**config.mk**
```make
export PLATFORM = sky130hd
export DESIGN_NAME = vector_issue_sequencer
export DESIGN_NICKNAME = d
export VERILOG_FILES = /design/src/rtl/vector_pkg.sv /design/src/rtl/vector_issue_sequencer_lane_mask_gen.sv /design/src/rtl/vector_issue_sequencer.sv
export SDC_FILE = /design/constraint.sdc
export NUM_CORES = 1
export LEC_CHECK = 0
export ABC_CLOCK_PERIOD_IN_PS = 6100
export CORE_MARGIN = 4
export CORE_UTILIZATION = 50
export CTS_BUF_LIST = sky130_fd_sc_hd__clkbuf_2 sky130_fd_sc_hd__clkbuf_4 sky130_fd_sc_hd__clkbuf_8
export DETAILED_ROUTE_END_ITERATION = 6
export GPL_TIMING_DRIVEN = 1
export PLACE_DENSITY = 0.9
export SYNTH_ARGS = -nofsm -noshare
export SYNTH_HDL_FRONTEND = slang
export SYNTH_SLANG_ARGS = --single-unit
```
**constraint.sdc**
```tcl
create_clock -name clk -period 6.1 [get_ports clk]
set_input_delay 1.525 -clock clk [delete_from_list [all_inputs] [get_ports clk]]
set_output_delay 1.525 -clock clk [all_outputs]
set_load 0.02 [all_outputs]
```
**src/rtl/vector_pkg.sv**
```systemverilog
// Shared types and defaults for the vector issue sequencer.
package vector_pkg;

    localparam int N_DEF     = 24;
    localparam int ELEMS_DEF = 16;
    localparam int LANES_DEF = 4;

    typedef enum logic {
        IDLE  = 1'b0,
        ISSUE = 1'b1
    } vseq_state_t;

    localparam logic [N_DEF-1:0] VNOP = '0;

endpackage

```
**src/rtl/vector_issue_sequencer_lane_mask_gen.sv**
```systemverilog
// Combinational lane-mask and last-beat generator for one beat starting at ElemBase.
module lane_mask_gen #(
    parameter int LANES = 4,
    parameter int IDXW  = 4
) (
    input  logic [IDXW:0]    ElemBase,
    input  logic [IDXW:0]    vl,
    output logic [LANES-1:0] LaneMask,
    output logic             Last
);

    // One extra bit so ElemBase + LANES can never wrap.
    logic [IDXW+1:0] base_ext;
    logic [IDXW+1:0] vl_ext;

    assign base_ext = {1'b0, ElemBase};
    assign vl_ext   = {1'b0, vl};

    always_comb begin
        LaneMask = '0;
        for (int i = 0; i < LANES; i++) begin
            LaneMask[i] = (base_ext + (IDXW+2)'(i)) < vl_ext;
        end
        Last = (base_ext + (IDXW+2)'(LANES)) >= vl_ext;
    end

endmodule

```
**src/rtl/vector_issue_sequencer.sv**
```systemverilog
// Issues a decoded vector instruction to execute as LANES-wide beats and freezes F/D meanwhile.
// Optional performance counters are enabled with the VSEQ_PERF_EN macro.
module vector_issue_sequencer
    import vector_pkg::*;
#(
    parameter int N     = N_DEF,
    parameter int ELEMS = ELEMS_DEF,
    parameter int LANES = LANES_DEF,
    parameter int IDXW  = $clog2(ELEMS)
) (
    input  logic             clk,
    input  logic             rst,
    input  logic [N-1:0]     InstrD_vector,
    input  logic [IDXW:0]    VLD,
    input  logic             ReadyE,
    input  logic             FlushE,
    output logic [N-1:0]     InstrE_vector,
    output logic [IDXW-1:0]  ElemBaseE,
    output logic [LANES-1:0] LaneMaskE,
    output logic             ValidE,
    output logic             LastE,
    output logic             StallV,
    output logic             state_dbg
`ifdef VSEQ_PERF_EN
    ,
    output logic [31:0]      BeatCount,
    output logic [31:0]      StallCount
`endif
);

    vseq_state_t      state_q, state_d;
    logic [N-1:0]     instr_q, instr_d;
    logic [IDXW:0]    vl_q, vl_d;
    logic [IDXW:0]    base_q, base_d;
    logic [IDXW:0]    vl_in;
    logic             valid_q, valid_d;
    logic [LANES-1:0] mask_q, mask_d;
    logic             last_q, last_d;
    logic             accept;
    logic             load_ok;

    assign vl_in   = (VLD > (IDXW+1)'(ELEMS)) ? (IDXW+1)'(ELEMS) : VLD;
    assign load_ok = (InstrD_vector != N'(VNOP)) && (vl_in != '0);
    assign accept  = valid_q && ReadyE;

    // Mask/last are computed for the *next* beat so they can be registered.
    lane_mask_gen #(
        .LANES (LANES),
        .IDXW  (IDXW)
    ) u_mask (
        .ElemBase (base_d),
        .vl       (vl_d),
        .LaneMask (mask_d),
        .Last     (last_d)
    );

    always_comb begin
        state_d = state_q;
        instr_d = instr_q;
        vl_d    = vl_q;
        base_d  = base_q;
        valid_d = valid_q;
        if (FlushE) begin
            state_d = IDLE;
            valid_d = 1'b0;
            base_d  = '0;
        end else begin
            case (state_q)
                IDLE: begin
                    if (load_ok) begin
                        state_d = ISSUE;
                        instr_d = InstrD_vector;
                        vl_d    = vl_in;
                        base_d  = '0;
                        valid_d = 1'b1;
                    end
                end
                ISSUE: begin
                    if (accept) begin
                        if (last_q) begin
                            base_d = '0;
                            if (load_ok) begin
                                instr_d = InstrD_vector;
                                vl_d    = vl_in;
                            end else begin
                                state_d = IDLE;
                                valid_d = 1'b0;
                            end
                        end else begin
                            base_d = base_q + (IDXW+1)'(LANES);
                        end
                    end
                end
                default: begin
                    state_d = IDLE;
                    valid_d = 1'b0;
                end
            endcase
        end
    end

    always_ff @(posedge clk) begin
        if (rst) begin
            state_q <= IDLE;
            instr_q <= '0;
            vl_q    <= '0;
            base_q  <= '0;
            valid_q <= 1'b0;
            mask_q  <= '0;
            last_q  <= 1'b0;
        end else begin
            state_q <= state_d;
            instr_q <= instr_d;
            vl_q    <= vl_d;
            base_q  <= base_d;
            valid_q <= valid_d;
            mask_q  <= valid_d ? mask_d : '0;
            last_q  <= valid_d && last_d;
        end
    end

    assign InstrE_vector = instr_q;
    assign ElemBaseE     = base_q[IDXW-1:0];
    assign LaneMaskE     = mask_q;
    assign ValidE        = valid_q;
    assign LastE         = last_q;
    assign StallV        = (state_q == ISSUE) && !(valid_q && last_q && ReadyE);
    assign state_dbg     = (state_q == ISSUE);

`ifdef VSEQ_PERF_EN
    always_ff @(posedge clk) begin
        if (rst) begin
            BeatCount  <= '0;
            StallCount <= '0;
        end else begin
            if (accept) BeatCount  <= BeatCount + 32'd1;
            if (StallV) StallCount <= StallCount + 32'd1;
        end
    end
`endif

endmodule
```
* Word-level counts from Yosys, hierarchy flattened
Cells that the tools add are included.
** Word-level totals
- Output and inout bits :: 36
- Register bits :: 41
- Word-level logic and storage cells :: 60
- Bits of input ports :: 33
** Cells by class
- Equality and inequality tests :: 2
- Multiplexer cells :: 25
- Reduce and logical (&&, ||, !) cells :: 12
- Magnitude comparators :: 6
- $add $sub $neg :: 5
- Bitwise gates (word level) :: 3
** Operators with widths (count)
- 2-to-1 mux 24 bit :: 3
- one-hot mux 24 bit (2 select lines) :: 1
- 2-to-1 mux 5 bit :: 9
- nonzero test 24 bit :: 1
- one-hot mux 5 bit (2 select lines) :: 2
- less-than comparator 6 x 5 -> 1 bit :: 3
- adder 5 x 2 -> 6 bit, second input constant :: 2
- 2-to-1 mux 1 bit :: 8
- adder 5 x 1 -> 6 bit, second input constant :: 1
- adder 5 x 3 -> 6 bit, second input constant :: 1
- >= comparator 6 x 5 -> 1 bit :: 1
- logical AND 1 bit :: 6
- adder 5 x 3 -> 5 bit, second input constant :: 1
- > comparator 5 bit, second input constant :: 1
- less-than comparator 5 bit :: 1
- nonzero test 5 bit :: 1
- inequality test 2 x 1 -> 1 bit, second input constant :: 2
- one-hot mux 1 bit (2 select lines) :: 2
- OR reduction 2 bit :: 2
- inverter 1 bit :: 3
- AND reduction 3 bit :: 1
- logical NOT 1 bit :: 1

* Logic depth before layout (Yosys ltp)
Gate-level depths: netlist of run 1.
- Depth after elaboration :: 11
- Mapped depth :: 14
- Mapped depth without buffers :: 13

* Hierarchy
From an unflattened synthesis of run 1, not the netlist that was laid out.
** Unflattened totals
- Cell total of the unflattened synthesis :: 295
- Area total of the unflattened synthesis :: 2391.0 µm²
** Modules (own cells, without submodules)
- vector_issue_sequencer :: area an instance 1716.6 µm², sequential area each 820.8 µm², cells an instance 212, times used 1
- lane_mask_gen :: area an instance 674.4 µm², sequential area each 0.0 µm², cells an instance 83, times used 1

* Least setup slack after synthesis of run 1
No wires, ideal clock.
- Path type :: input to register
- Start point :: input InstrD_vector[8]
- End point :: register mask_q[2], in the netlist LaneMaskE[2]
- Required time :: 6.014 ns
- Arrival :: 3.996 ns
- Cell stages on the path :: 12
- Buffers on the path :: 0
- Setup time :: 0.086 ns
- Path slack :: 2.018 ns
- Cells stage by stage :: or4_1 > or2_4 > nor2_2 > o21ai_1 > inv_2 > ha_1 > nor3b_1 > xor2_1 > ha_1 > a21oi_1 > o21ai_0 > a211oi_1
** Between the ends
- Elaborated cells on any way between the ends :: 20
- Classes of those cells :: add/sub: 1; order compare: 1; mux: 14; bitwise: 1; reduce/logical: 3
** RTL lines
- start: declaration :: line vector_issue_sequencer.sv:13 : input logic [N-1:0] InstrD_vector,
- nonzero test 24 bit :: line vector_issue_sequencer.sv:43 : assign load_ok = (InstrD_vector != N'(VNOP)) && (vl_in != '0);
- logical AND 1 bit :: line vector_issue_sequencer.sv:43
- 2-to-1 mux 5 bit :: line vector_issue_sequencer.sv:70 : if (load_ok) begin
- one-hot mux 5 bit (2 select lines) :: line vector_issue_sequencer.sv:68 : case (state_q)
- 2-to-1 mux 5 bit :: line vector_issue_sequencer.sv:63 : if (FlushE) begin
- via base_d[2] :: line vector_issue_sequencer.sv:34 : logic [IDXW:0] base_q, base_d;
- adder 5 x 2 -> 6 bit :: line vector_issue_sequencer_lane_mask_gen.sv:22 : LaneMask[i] = (base_ext + (IDXW+2)'(i)) < vl_ext;
- less-than comparator 6 x 5 -> 1 bit :: line vector_issue_sequencer_lane_mask_gen.sv:22
- end signal: assignment :: line vector_issue_sequencer.sv:117 : mask_q <= valid_d ? mask_d : '0;
- end: declaration :: line vector_issue_sequencer.sv:37 : logic [LANES-1:0] mask_q, mask_d;
The timed path passes the listed nets, and every way through them passes these cells.
A chain may end at the register's enable or synchronous reset.

* Worst setup path after layout of run 1
- Start point :: input InstrD_vector[21]
- End point :: register mask_q[0], in the netlist LaneMaskE[0]
** Between the ends
- Cells in the longest elaborated chain, start to end :: 9
- Elaborated cells on any way between the ends :: 19
- Classes of those cells :: order compare: 1; mux: 14; bitwise: 1; reduce/logical: 3
** Ends and longest elaborated chain (line)
- nonzero test 24 bit (*) :: vector_issue_sequencer.sv:43
- logical AND 1 bit (*) :: vector_issue_sequencer.sv:43
- branches (longest 7 deep; another with less-than comparator 5 bit)
Every way passes the cells marked *.

==> impl_metrics.toml, run 1 <==
[yosys]
ys_top_cells_by_area = "dfxtp_1 34%, ha_1 13%, nand2_1 8.6%, a21oi_1 7.3%, nor2_1 2.5%"
synth_edf_count = 0
synth-simple-area-share_pct = 23.1
synth_cell_types = 54
yosysTopAreaCell = "dfxtp_1"
yosys.area_share.adder_pct = 13.0
synth_seq_cells = 41
synth_commonest_cells = "55 x nand2_1, 41 x dfxtp_1, 35 x a21oi_1"
synth-seq-area-share_pct = 34.2
synth_compound_area_share_pct = 18.4
synth.avg_cell_area_um2 = 8.32
ys.flop_type = "dfxtp_1"
synth-async-reset-ratio_pct = 0
synth_cells = 288
ys.warnings.count = 0
yosys.area.top_type_share_pct = 34.2
syn-num-nets = 346
synth_top_family_by_area = "simple AND/OR/NAND/NOR gates"
syn_area_mm2 = 0.00240
synth_xor_area_share_pct = 3.29
synth_mux_area_share_pct = 2.09
yosysMostFrequentCell = "nand2_1"

[layout]
drive_gt1_share_pct = 6.86
postLayoutCellArea_mm2 = 0.00320
syn_to_final_growth_pct = 33.6
instances_no_fill = 402
final.fill_count = 338
multi_input_area_mm2 = 0.00144
seqCellArea_um2 = 821
antennaDiodeCount = 0
fin_nets = 407

[pwr]
power_frac_comb_pct = 18.7
total_power_mw = 0.687
intPower_mw = 0.508
p_sw_mw = 0.179
seq_power_share_pct = 42.0
clockPowerShare_pct = 39.3
power.density_mw_per_mm2 = 215
power.leakage_nw = 1.31
switching_share_pct = 26.0
vdd_drop_max_uv = 187

[route]
drtIter0Drc = 106
top_layer = "met4"
wl_met2_um = 3190
num_vias = 2278
vias_per_cell = 5.67
avgRoutedWirePerCell_um = 15.6
ant_nets = 0
wl_met3_um = 319
dr.pass1.iters = 4
routed_wl_um = 6290
drc = 0
wl_met1_um = 2650

[global_route]
antenna_found_initial = 0
overflow = 0
grt_first_pass_wirelength_um = 10200
grt_use_total_pct = 21.0
grt_pass1_vias = 2178
grt_max_degree = 35

[place]
dp.cells = 394
dpl_cell_area_mm2 = 0.00306
dpl.hpwl_um = 4760
portBuffers = 68
gp_congestion = 0.858

[critical_path]
end_kind = "flip-flop"
critPathLaunchType = "input pin"
path_class = "input pin to flip-flop"
arrival_ps = 5010
crit_required_ps = 6320
cp_max_fo = 27

[flow_run]
cap_violations = 0

[sta]
rsz0062_at_grt = "no"
hold_violations = 0
fin_tns_setup_ps = 0
worst_slew_pin_slew_ps = 890
fin_crit_sh_pct = 78.5
final.setup_skew_ps = 6.83
timing.fmax_mhz = 209
setup_viol = 0
period_minus_slack_ps = 4790
slew_viol_final = 0
relSlewSlack_pct = 40.7
whs_ps = 456

[floorplanning]
die_x_um = 77.2
fp.dieH_um = 77.2
io-pin-count = 69
start_util_pct = 53.2
die_area_mm2 = 0.00597
coreArea_mm2 = 0.00450
rows = 24

[cts]
cts_buffer_depth = 2
post_cts_resized = 0
cts_buffers = 5
clkLatencyLatePin_ps = 300
h-tree-depth = 2
cts.clk_slew.worst_paths_ps = 90
cts_tree = "built"
ctsHoldBuffers = 0
postCtsSetupBuffers = 0
clock-root-buffer = "clkbuf_8"
cts.sink_count = 41

[outcome]
outcome = "complete, no violations"

[worst_hold_path]
hold_path_class = "flip-flop to flip-flop"
## cells by family (layout without fill, tap and decap cells)
family          after synthesis  count (layout)
compound gates               67              67
simple gates                113             113
mux                           5               5
buf+inv                      28              90
fa+ha+maj                    25              25
flops                        41              41
xor+xnor                      9               9
## routing by layer
metal	global-route usage [%]	vias to the layer above
met5	0	-
met1	24.9	1075
met2	37.0	73
met4	8.72	0
li1	-	1119
met3	3.98	11
## power by group through the flow
stage,clock network [mW],registers (mW),logic (mW)
after floorplan,0,0.309,0.0534
after global placement,0,0.294,0.125
after detailed placement,0,0.295,0.127
after CTS,0.271,0.289,0.129
after global routing,0.282,0.291,0.138
final,0.270,0.289,0.129
## sequential cells by signal, summed over array words and instances, names as in the netlist
name	count
InstrE_vector	24
base_q	5
vl_q	5
LaneMaskE	4
LastE	1
ValidE	1
state_dbg	1
## stage by stage
step	setup slack, ps	util (%)
after CTS	1350	71.1
after detailed placement	1070	68.0
after global routing	1060	71.1
after global placement	1150	68.0
after floorplan	2020	-
final	1310	71.1
## worst paths after layout
kind / slack (ps) / cells after the start / end / from
min: 460 / 2 / InstrE_vector[7] / InstrE_vector[7]
min reg2reg: 460 / 2 / InstrE_vector[7] / InstrE_vector[7]
max: 1310 / 9 / LaneMaskE[0] / InstrD_vector[21]
max reg2reg: 2630 / 8 / LaneMaskE[0] / LastE
## critical path: stages
cell and delay [ps]:
clkdlybuf4s50_1 420, nor4_1 460, nand4_1 350, o211a_1 650, mux2i_1 610, ha_1 350
a31o_2 240, a21o_1 180, a311oi_2 220
## layout make-up
| class | instances | share of cell area [%] |
|---|---|---|
| multi-input combinational | 219 | 44.9 |
| sequential | 41 | 25.6 |
| timing repair buffer | 70 | 21.7 |
| clock buffer | 5 | 2.15 |
| clock inverter | 3 | 2.15 |
| tap | 52 | 2.03 |
| inverter | 12 | 1.41 |
## cells in the final DEF (no fill, tap or decap), drive strengths merged, types with 5 or more instances in the layout
cell type	netlist	routed
mux2i	5	5
a21oi	37	37
nor3	5	5
a21o	6	6
inv	12	13
nor4	5	5
clkbuf	6	5
clkdlybuf4s50	0	68
o21ai	8	8
nand2	55	55
nand3b	5	5
nor2	17	17
dfxtp	41	41
ha	25	25
xnor2	5	5
No activity file was read; power rests on OpenSTA's default activity.
==> run 2, diff against run 1 <==
- ABC_CLOCK_PERIOD_IN_PS: 6100 -> 4280
- CORE_UTILIZATION: 50 -> 45
- PLACE_DENSITY: 0.9 -> 0.86
- clock period: 6.1 -> 4.28 ns (I/O delays scaled with it)
==> impl_metrics.toml, run 2 (synthesized netlist as in run 1, its figures left out) <==
[outcome]
outcome = "complete, no violations"

[cts]
cts_buffer_depth = 2
post_cts_resized = 0
postCtsSetupBuffers = 0
cts_buffers = 5
cts.sink_count = 41
clkLatencyLatePin_ps = 300
cts.clk_slew.worst_paths_ps = 90
cts_tree = "built"
ctsHoldBuffers = 0
clock-root-buffer = "clkbuf_8"
h-tree-depth = 2

[route]
vias_per_cell = 5.26
drc = 0
top_layer = "met4"
avgRoutedWirePerCell_um = 15.1
routed_wl_um = 6530
dr.pass1.iters = 5
ant_nets = 0
wl_met1_um = 2850
wl_met2_um = 3260
drtIter0Drc = 160
num_vias = 2267
wl_met3_um = 268

[layout]
drive_gt1_share_pct = 9.70
syn_to_final_growth_pct = 37.0
antennaDiodeCount = 0
final_common_cell = "clkdlybuf4s50_1"
largest_register_ffs = 24
layout_common_cells = "68 x clkdlybuf4s50_1, 55 x nand2_1, 41 x dfxtp_1"
final_util_pct = 63.9
postLayoutCellArea_mm2 = 0.00328
instances_no_fill = 431
fin_nets = 418

[global_route]
antenna_found_initial = 0
grt_pass1_vias = 2206
grt_max_degree = 35
overflow = 0
grt_first_pass_wirelength_um = 10400
grt_use_total_pct = 20.2

[sta]
fin_ws_ps = 341
setup_viol = 0
fin_crit_sh_pct = 92.0
timing.fmax_mhz = 254
slew_viol_final = 0
hold_violations = 0
relSlewSlack_pct = 67.4
fin_tns_setup_ps = 0
final.setup_skew_ps = 8.02
worst_slew_pin_slew_ps = 484
period_minus_slack_ps = 3940
rsz0062_at_grt = "no"

[pwr]
power.density_mw_per_mm2 = 282
power_frac_comb_pct = 20.7
switching_share_pct = 27.7
power.leakage_nw = 1.35
vdd_drop_max_uv = 207
intPower_mw = 0.670
seq_power_share_pct = 44.4
clockPowerShare_pct = 34.9
p_sw_mw = 0.256

[floorplanning]
io-pin-count = 69
start_util_pct = 46.6
die_area_mm2 = 0.00656
die_x_um = 81.0
rows = 26
coreArea_mm2 = 0.00514
fp.dieH_um = 81.0

[flow_run]
cap_violations = 0

[critical_path]
path_class = "input pin to flip-flop"
critPathLaunchType = "input pin"
cp_max_fo = 4
r2r-start = "state_dbg"
end_kind = "flip-flop"
crit_path_start = "InstrD_vector[8]"
slowest_delay_ps = 560
path_cells = "clkdlybuf4s50_1 -> or4_1 -> or2_4 -> nor2_2 -> o21ai_1 -> inv_2 -> ha_1 -> nor3b_1 -> xor2_1 -> ha_1 -> a21oi_1 -> o21ai_0 -> a211oi_1"
path_buf_inv = 2
cp_slowest_cell = "or4_1"
arrival_ps = 4160
critPathTopFamily = "simple AND/OR/NAND/NOR gates"
crit_required_ps = 4500
path_common_cell = "ha_1"

[worst_hold_path]
hold_path_class = "flip-flop to flip-flop"
min-delay-start = "InstrE_vector[18]"

[place]
dp.cells = 423
portBuffers = 68
gp_congestion = 0.875
dpl.hpwl_um = 4950
dpl_cell_area_mm2 = 0.00317
dp_slack_ps = 25.2
run 2: cell types whose count changed in the layout (fill, tap and decap cells not counted), sizes merged:
cell,before,now
buf,2,13
bufinv,2,1
clkinv,0,1
clkinvlp,0,1
inv,13,12
run 2: tightest hold or removal path: stages (launching register included):
cell,delay [ps]
dfxtp_1,320
nand2_1,50
a21oi_1,50
run 2: power groups by stage:
| stage | Sequential [mW] | Clock [mW] | Combinational (mW) |
|---|---|---|---|
| CTS | 0.412 | 0.328 | 0.192 |
| floorplan | 0.441 | 0 | 0.0761 |
| detailed placement | 0.420 | 0 | 0.189 |
| finish | 0.412 | 0.323 | 0.192 |
| global placement | 0.420 | 0 | 0.186 |
| global route | 0.414 | 0.346 | 0.207 |
run 2: final timing paths:
kind | endpoint | slack [ps] | cells after the start
max reg2reg | LaneMaskE[3] | 1470 | 14
max | LaneMaskE[2] | 340 | 13
min reg2reg | InstrE_vector[18] | 460 | 2
min | InstrE_vector[18] | 460 | 2
run 2: area by class of cell:
cell class / count / area (µm²)
clock buffers: 5 / 68.8
clock inverters: 3 / 46.3
fillers: 451 / 1860
inverters: 12 / 45.0
multi-input cells: 219 / 1440
flip-flops and latches: 41 / 821
well taps: 70 / 87.6
repair buffers: 81 / 778
run 2: per-stage QoR:
| stage | total power, mW | hold slack, ps |
|---|---|---|
| after global placement | 0.605 | 442 |
| after floorplan | 0.517 | 440 |
| after CTS | 0.932 | 458 |
| after global routing | 0.967 | 478 |
| final | 0.926 | 458 |
| after detailed placement | 0.609 | 446 |
run 2: layer usage:
layer,vias to the layer above,track usage [%]
li1,1143,-
met1,1041,25.9
met2,68,34.5
met3,15,3.22
met4,0,6.42
met5,-,0
